--- config.mk ---
export PLATFORM = sky130hd
export DESIGN_NAME = tlp_tx_arbiter
export DESIGN_NICKNAME = d
export VERILOG_FILES = /design/src/rtl/tlp_tx_arbiter.sv
export SDC_FILE = /design/constraint.sdc
export NUM_CORES = 1
export LEC_CHECK = 0
export ABC_AREA = 1
export CAP_MARGIN = 20
export CELL_PAD_IN_SITES_DETAIL_PLACEMENT = 0
export CELL_PAD_IN_SITES_GLOBAL_PLACEMENT = 2
export CORE_MARGIN = 2
export CORE_UTILIZATION = 11
export DETAILED_ROUTE_END_ITERATION = 8
export PLACE_DENSITY_LB_ADDON = 0.1
export SLEW_MARGIN = 25
export SYNTH_ARGS = -nofsm -noshare
export SYNTH_HDL_FRONTEND = slang
export SYNTH_SLANG_ARGS = --single-unit
export TNS_END_PERCENT = 10
--- constraint.sdc ---
create_clock -name pcieClk_in -period 1.8 [get_ports pcieClk_in]
set_input_delay 0.18 -clock pcieClk_in [delete_from_list [all_inputs] [get_ports pcieClk_in]]
set_output_delay 0.18 -clock pcieClk_in [all_outputs]
set_load 0.01 [all_outputs]
--- src/rtl/tlp_tx_arbiter.sv ---
// Packet-granular arbiter sharing one 64-bit SOP/EOP framed PCIe TX channel
// between up to four TLP sources, with starvation-bounded priority for source 0.
module tlp_tx_arbiter #(
  parameter int unsigned NUM_SRC      = 2,
  parameter int unsigned PRIO_SRC0    = 1,
  parameter int unsigned STARVE_LIMIT = 4,
  parameter int unsigned MAX_QW       = 18
) (
  input  logic                  pcieClk_in,
  input  logic                  pcieReset_n_in,
  input  logic [NUM_SRC*64-1:0] srcData_in,
  input  logic [NUM_SRC-1:0]    srcValid_in,
  input  logic [NUM_SRC-1:0]    srcSOP_in,
  input  logic [NUM_SRC-1:0]    srcEOP_in,
  output logic [NUM_SRC-1:0]    srcReady_out,
  output logic [63:0]           txData_out,
  output logic                  txValid_out,
  input  logic                  txReady_in,
  output logic                  txSOP_out,
  output logic                  txEOP_out,
  output logic [1:0]            grant_out,
  output logic                  busy_out,
  output logic                  frameErr_out
);

  localparam int unsigned DW      = 64;
  localparam int unsigned MAX_SRC = 4;
  localparam int unsigned GW      = 2;
  localparam int unsigned IW      = 3;
  localparam int unsigned PCW     = 4;
  localparam int unsigned BCW     = 5;

  typedef enum logic [1:0] {
    ST_ARB  = 2'd0,
    ST_HOLD = 2'd1,
    ST_PKT  = 2'd2
  } state_t;

  logic [1:0]         r_rst_sync;
  logic               w_rst_n;
  logic               r_active;
  state_t             r_state;
  state_t             w_state_nxt;
  logic [GW-1:0]      r_grant;
  logic [GW-1:0]      r_rr_ptr;
  logic [PCW-1:0]     r_prio_cnt;
  logic [BCW-1:0]     r_beat_cnt;
  logic               r_frame_err;

  logic [MAX_SRC-1:0] w_valid_pad;
  logic [MAX_SRC-1:0] w_sop_pad;
  logic [MAX_SRC-1:0] w_eop_pad;
  logic [MAX_SRC-1:0] w_ready_pad;
  logic [DW-1:0]      w_data [MAX_SRC];
  logic [GW-1:0]      w_rr_win;
  logic               w_rr_found;
  logic [IW-1:0]      w_idx;
  logic               w_other_valid;
  logic               w_any_valid;
  logic               w_prio_win;
  logic [GW-1:0]      w_winner;
  logic               w_locked;
  logic [GW-1:0]      w_sel;
  logic               w_tx_valid;
  logic               w_sop;
  logic               w_eop;
  logic               w_fire;
  logic [BCW-1:0]     w_beat_nxt;
  logic               w_err;
  logic [IW-1:0]      w_rr_sum;
  logic [GW-1:0]      w_rr_nxt;
  logic [PCW-1:0]     w_prio_nxt;

  // Asynchronous assert, synchronous release of the internal reset
  always_ff @(posedge pcieClk_in or negedge pcieReset_n_in) begin
    if (!pcieReset_n_in) begin
      r_rst_sync <= 2'b00;
    end else begin
      r_rst_sync <= {r_rst_sync[0], 1'b1};
    end
  end

  assign w_rst_n  = r_rst_sync[1];
  assign r_active = r_rst_sync[1];

  // Pad per-source vectors to the maximum source count for uniform indexing
  always_comb begin
    w_valid_pad = MAX_SRC'(srcValid_in);
    w_sop_pad   = MAX_SRC'(srcSOP_in);
    w_eop_pad   = MAX_SRC'(srcEOP_in);
    for (int i = 0; i < MAX_SRC; i++) begin
      w_data[i] = '0;
    end
    for (int i = 0; i < NUM_SRC; i++) begin
      w_data[i] = srcData_in[i*DW +: DW];
    end
  end

  // Round-robin pick: first valid source at or after the pointer
  always_comb begin
    w_rr_win   = r_rr_ptr;
    w_rr_found = 1'b0;
    w_idx      = '0;
    for (int k = 0; k < NUM_SRC; k++) begin
      w_idx = IW'(r_rr_ptr) + IW'(k);
      if (w_idx >= IW'(NUM_SRC)) begin
        w_idx = w_idx - IW'(NUM_SRC);
      end
      if (!w_rr_found && w_valid_pad[w_idx[GW-1:0]]) begin
        w_rr_found = 1'b1;
        w_rr_win   = w_idx[GW-1:0];
      end
    end
  end

  assign w_other_valid = |w_valid_pad[MAX_SRC-1:1];
  assign w_any_valid   = |w_valid_pad;
  assign w_prio_win    = (PRIO_SRC0 != 0) && w_valid_pad[0] &&
                         ((r_prio_cnt < PCW'(STARVE_LIMIT)) || !w_other_valid);
  assign w_winner      = w_prio_win ? '0 : w_rr_win;
  assign w_locked      = (r_state != ST_ARB);
  assign w_sel         = w_locked ? r_grant : (w_any_valid ? w_winner : r_grant);

  assign w_tx_valid = r_active & w_valid_pad[w_sel];
  assign w_sop      = w_sop_pad[w_sel];
  assign w_eop      = w_eop_pad[w_sel];
  assign w_fire     = w_tx_valid & txReady_in;

  always_comb begin
    w_ready_pad = '0;
    if (r_active) begin
      w_ready_pad[w_sel] = txReady_in;
    end
  end

  assign srcReady_out = w_ready_pad[NUM_SRC-1:0];
  assign txData_out   = w_data[w_sel];
  assign txValid_out  = w_tx_valid;
  assign txSOP_out    = w_sop;
  assign txEOP_out    = w_eop;
  assign grant_out    = r_active ? w_sel : '0;
  assign busy_out     = r_active & (w_locked | w_tx_valid);
  assign frameErr_out = r_frame_err;

  // Beat counter saturates so an unterminated packet never wraps back below the limit
  assign w_beat_nxt = w_sop ? BCW'(1) :
                      ((r_beat_cnt == '1) ? r_beat_cnt : r_beat_cnt + BCW'(1));

  assign w_err = w_fire & ((!w_sop && (r_state != ST_PKT)) ||
                           (w_sop && (r_state == ST_PKT)) ||
                           (!w_eop && (w_beat_nxt >= BCW'(MAX_QW))));

  assign w_rr_sum   = IW'(w_sel) + IW'(1);
  assign w_rr_nxt   = (w_rr_sum >= IW'(NUM_SRC)) ? '0 : w_rr_sum[GW-1:0];
  assign w_prio_nxt = ((w_sel == '0) && w_other_valid) ?
                      ((r_prio_cnt == '1) ? r_prio_cnt : r_prio_cnt + PCW'(1)) : '0;

  // HOLD: first beat presented but stalled; PKT: a multi-beat packet is open
  always_comb begin
    w_state_nxt = r_state;
    case (r_state)
      ST_ARB: begin
        if (w_tx_valid && !txReady_in) begin
          w_state_nxt = ST_HOLD;
        end else if (w_fire && w_sop && !w_eop) begin
          w_state_nxt = ST_PKT;
        end
      end
      ST_HOLD: begin
        if (w_fire) begin
          w_state_nxt = w_eop ? ST_ARB : ST_PKT;
        end
      end
      ST_PKT: begin
        if (w_fire && w_eop) begin
          w_state_nxt = ST_ARB;
        end
      end
      default: w_state_nxt = ST_ARB;
    endcase
  end

  always_ff @(posedge pcieClk_in or negedge w_rst_n) begin
    if (!w_rst_n) begin
      r_state <= ST_ARB;
    end else begin
      r_state <= w_state_nxt;
    end
  end

  always_ff @(posedge pcieClk_in or negedge w_rst_n) begin
    if (!w_rst_n) begin
      r_grant     <= '0;
      r_rr_ptr    <= '0;
      r_prio_cnt  <= '0;
      r_beat_cnt  <= '0;
      r_frame_err <= 1'b0;
    end else begin
      r_grant <= w_sel;
      if (w_fire) begin
        r_beat_cnt <= w_beat_nxt;
      end
      if (w_err) begin
        r_frame_err <= 1'b1;
      end
      if (w_fire && w_eop) begin
        r_rr_ptr   <= w_rr_nxt;
        r_prio_cnt <= w_prio_nxt;
      end
    end
  end

endmodule

Yosys cells after proc, flatten, opt, wreduce, memory -nomap -nowiden
Index checks and enable logic that the tools add are counted.

Add/sub/neg operators: 6. Magnitude comparators: 10. Eq/ne operators: 9. Multiplexer cells: 36. Bitwise logic cells: 7. Reduce and logical (&&, ||, !) cells: 25.

Operator list (number): $bmux 64 s2 (1); $mux 64 (2); $mux 2 (15); $logic_and 1x1->1 (11); $bmux 1 s2 (5); $mux 5 (2); $lt 2x3->1 const B (3); $mux 4 (2); $mux 1 (7); $add 2x1->3 const B (2); $ge 3x2->1 const B (2); $ne 2x2->1 const B (3); $pmux 2 s3 (1); $add 5x1->5 const B (1); $eq 5x5->1 const B (1); $ge 5x5->1 const B (1); $logic_not 1->1 (5); $add 4x1->4 const B (1); $and 1x1->1 (4); $eq 4x4->1 const B (1); $logic_not 2->1 (2); $lt 4x3->1 const B (1); $sub 2x2->2 const B (2); $ge 3x3->1 const B (1); 15 further kinds (17).

Flip-flop bits (word level): 18. Input port bits: 137. Word-level logic and storage cells: 100.

Logic depth before layout (Yosys ltp)
Depth in word-level cells: 20. Depth in mapped cells: 15. Gate-level depth less buffers: 15.

Worst setup path after synthesis
No wires, ideal clock.

Path type: register to register. Start point: register r_state[1]. End point: register r_prio_cnt[0]. Data arrival time: 1.957 ns. Required time: 1.726 ns. Slack: -0.231 ns. Cell stages (with the launch flop): 13. Path buffers: 2. Clock period less this slack: 2.031 ns. Path through: dfrtp_1 > nor2_4 > a21boi_1 > inv_2 > buf_2 > clkbuf_1 > ha_1 > nand2_1 > inv_1 > nand4_1 > nand2_4 > nand2_1 > o21ai_2.

Longest elaborated chain between the ends: 8. Elaborated cells between the ends (all ways): 14. Those cells by class: eq/ne (1); mux (6); bitwise (2); reduce/logical (5).

Ends and longest elaborated chain: start: declaration (RTL line 42) `state_t r_state;`; start signal: assignment (RTL line 187) `r_state <= w_state_nxt;`; $reduce_bool 2->1 * (RTL line 121) `assign w_locked = (r_state != ST_ARB);`; $mux 2 * (RTL line 122) `assign w_sel = w_locked ? r_grant : (w_any_valid ? w_winner : r_grant);`; net w_sel[1] (RTL line 63) `logic [GW-1:0] w_sel;`; $bmux 1 s2 (RTL line 124) `assign w_tx_valid = r_active & w_valid_pad[w_sel];`; $mux 1 (not written as such) (RTL line 124); $and 1x1->1 (RTL line 124); $and 1x1->1 (RTL line 127) `assign w_fire = w_tx_valid & txReady_in;`; $logic_and 1x1->1 (RTL line 206) `if (w_fire && w_eop) begin`; $reduce_and 2->1 (no line); end signal: assignment (RTL line 208) `r_prio_cnt <= w_prio_nxt;`; end: declaration (RTL line 46) `logic [PCW-1:0] r_prio_cnt;`.

The timed path passes the listed nets; every way through them passes the cells marked *. The select of a mux whose other input is x is not followed. A chain may end at the register's enable or synchronous reset.

Worst setup path in the final report
Start point: register r_state[0]. End point: output txData_out[6].

Longest elaborated chain between the ends: 6.

Ends and longest elaborated chain: $reduce_bool 2->1 (RTL line 121); $mux 2 (RTL line 122); $not 2->3 (not written as such) (RTL line 137) `assign txData_out = w_data[w_sel];`; $bmux 64 s2 (RTL line 137); $mux 64 (not written as such) (2 in a row) (RTL line 137); end: declaration (RTL line 16) `output logic [63:0] txData_out,`.

No other way between the ends. The select of a mux whose other input is x is not followed.

==> impl_metrics.csv <==
group,metric,value,unit
worst_setup_path,cp_cell_sequence,"nor2_4 > nand2_2 > nor2_2 > nand2_2 > nand2_8 > buf_6 > buf_12 > o21ai_2 > nor2_1 > buf_2",
timing,finalCritPeriodShare,111,%
floorplan,design.core.area,18800,um2
worst_setup_path,critPathMaxFanout,8,
synth,synth_area_per_cell,5.76,um2
final_layout,num-fill-cells,2086,
final_layout,drive_gt1_share,35.0,%
grt,gr-usage-met2,21.7,%
synth,synth_cells,367,
worst_setup_path,cp_num_buf_inv,3,
synth,syn_nets,509,
worst_setup_path,critPathMaxStageDelay,400,ps
placement,io_buffers,209,
detailed_routing,vias,3256,
timing,max_freq,499,MHz
final_layout,diodes,0,
floorplan,design.die.area,20300,um2
placement,place_area,4900,um2
worst_setup_path,worstSetupEndpointType,"output port",
worst_setup_path,r2r_end,"r_prio_cnt[0]",
synth,synth_seq_area_share,21.3,%
detailed_routing,totalWireLength,12.0,mm
cts,htreeDepth,1,
placement,dp_cells,839,
synth,synth_cell_types,29,
worst_setup_path,required,1620,ps
cts,clkTransAtPathRegs,60,ps
placement,routabilityCongestion,0.709,
cts,numCtsBuffers,3,
flow_run,maxCapViolCount,0,
synth,mappedNetlistArea,2110,um2
grt,grt_busiest_layer,"met2",
final_layout,final_area,5200,um2
worst_setup_path,cp_top_family,"simple AND/OR/NAND/NOR gates",
timing,fin_setup_tns,-11370,ps
detailed_routing,ant_nets,0,
placement,place_hpwl,9.33,mm
hold_path,hp-class,"in2async",
synth,ys_ff_latch,18,
worst_setup_path,crit_arrival,1830,ps
pwr,p_leak,2.36,nW
cts,clockBufferDepth,2,
detailed_routing,drc,0,
grt,grt_max_degree,22,
timing,whs,85.1,ps
final_layout,syn2layout_area_growth,146,%
timing,rsz0062_at_grt,"true",
timing,finalSetupViolations,83,
floorplan,num_io_pins,210,
final_layout,fin_cells,860,
cts,cts-root-buf,"clkbuf_16",
cts,clock-sinks,18,
grt,antenna_found_initial,0,
grt,grt_pass1_vias,3322,
worst_setup_path,worstReg2RegStart,"r_state[0]",
pwr,ir_worst_vdd,0.348,mV
timing,setup_ws,-205,ps
timing,fin_crit,2010,ps
pwr,power.density,1280,nW/um2
grt,met3_usage,2.98,%
synth,yosys_warnings,0,
timing,drv_slew,0,
worst_setup_path,start_kind,"flip-flop",
grt,met1_usage,12.7,%
cts,worstSkewPairLatency,250,ps
worst_setup_path,critPathMostFrequentCell,"nand2_2",
grt,track_usage,11.4,%
floorplan,initial_core_util,11.3,%
final_layout,layout.nets,769,
timing,clock_skew,2.08,ps
worst_setup_path,crit_type,"reg2out",
grt,grt_first_pass_wirelength,17.9,mm
detailed_routing,first_pass_iters,4,
floorplan,row_count,50,
detailed_routing,avgRoutedWirePerCell,13.9,um
grt,overflow,0,
cts,cts_tree,"built",
outcome,violations,"setup timing",
floorplan,die_x,143,um
detailed_routing,drtIter0Drc,77,
outcome,status,"finished with violations",
floorplan,die_h,143,um
worst_setup_path,rrSetupSlack,-170,ps
worst_setup_path,ff2ff_path_depth,13,
worst_setup_path,slowest_stage,"dfrtp_1",
detailed_routing,vias_per_cell,3.79,
timing,hold_viol,0,
[worst register-to-register path, stage by stage (launching register included)]
cell,delay [ps]
dfrtp_1,380
nor2_4,60
buf_6,130
a21boi_4,200
clkinv_4,140
buf_12,170
ha_4,170
buf_6,120
nand2_4,60
inv_2,40
nand4_1,170
nand2_8,110
nand2_2,80
o21ai_2,50
[worst max path at each step]
stage	from	to	slack, ps	cells past startpoint
after CTS	r_state[1]	txData_out[2]	-250	10
final	r_state[0]	txData_out[6]	-210	10
after global placement	srcValid_in[1]	txData_out[41]	-690	11
after global routing	r_state[0]	txData_out[63]	-320	10
after detailed placement	srcValid_in[1]	txData_out[41]	-670	11
after floorplan	r_state[0]	r_prio_cnt[2]	-10	14
[through the flow]
| step | setup slack (ps) | util, % | power (mW) |
|---|---|---|---|
| 3_5_place_dp | -670 | 26.1 | 5.95 |
| 2_1_floorplan | -11.3 | - | 2.98 |
| 4_1_cts | -247 | 27.1 | 6.69 |
| 3_3_place_gp | -689 | 26.1 | 6.04 |
| 6_report | -205 | 27.7 | 6.66 |
| 5_1_grt | -325 | 27.7 | 7.28 |
[logic make-up (layout without fill, tap and decap cells)]
logic type      Yosys count  count (layout)  synth area share, %
xor+xnor                  3               3                 1.24
other cells               1               1                0.177
buf+inv                  46             305                 9.23
flops                    18              18                 21.3
fa+ha+maj                 5               5                 2.96
simple gates            212             212                 44.7
compound gates           82              82                 20.4
[cell usage in the layout (no fill, tap or decap), types with 9 or more instances in the layout]
master	n
buf_12	9
buf_2	68
buf_4	36
buf_6	17
clkdlybuf4s50_1	135
dfrtp_1	17
inv_1	18
nand2_1	29
nand2_2	11
nor2_1	120
nor2_2	16
o21ai_0	43
o21ai_1	23
o21ai_2	14
[where the power goes]
part	internal, mW	switching [mW]
Clock	0.339	0.166
Sequential	0.521	0.103
Combinational	2.65	2.88
Total	3.51	3.15
[final cells by class]
class                   instances  area, um2  share of cell area (%)
repair buffers                276       2560                    49.2
multi-input cells             303       1680                    32.3
flip-flops and latches         18        452                    8.69
well taps                     234        293                    5.63
inverters                      25        126                    2.43
clock buffers                   4       88.8                    1.71
[synth_stat cells (all sizes together)]
cell | count | share of area, %
nor2 | 143 | 27
o21ai | 80 | 20
nand2 | 48 | 11
inv | 24 | 4.4
dfrtp | 18 | 21
nand3 | 13 | 4.7
buf | 12 | 2.8
clkbuf | 9 | 1.6
ha | 5 | 3.0
or2 | 4 | 1.2
nand4 | 3 | 0.89
xor2 | 3 | 1.2
a21boi | 1 | 0.36
clkinv | 1 | 0.41
conb | 1 | 0.18
nand3b | 1 | 0.36
o31ai | 1 | 0.36
[repair_timing]
| action | in CTS | in global routing |
|---|---|---|
| setup endpoints to repair | 86 | 86 |
| resized for setup | 380 | 38 |
| setup buffers | 11 | 4 |
| hold buffers | 0 | 0 |
| cloned | 5 | 1 |
| pin swaps | 11 | 24 |
[per-layer routing]
metal | vias to the layer above | share of wire (%) | wire [um]
met1 | 1438 | 39 | 4640
met4 | 0 | 0.71 | 85
met5 | - | 0 | 0
met3 | 6 | 7.8 | 929
li1 | 1691 | - | -
met2 | 121 | 53 | 6290
[flip-flops by register name, summed over array words and instances, names as in the netlist]
register / flops
r_prio_cnt: 4
r_beat_cnt: 5
r_rr_ptr: 2
r_rst_sync: 2
frameErr_out: 1
r_state: 2
r_grant: 2
Note: power is estimated with default switching activity, not from simulation.
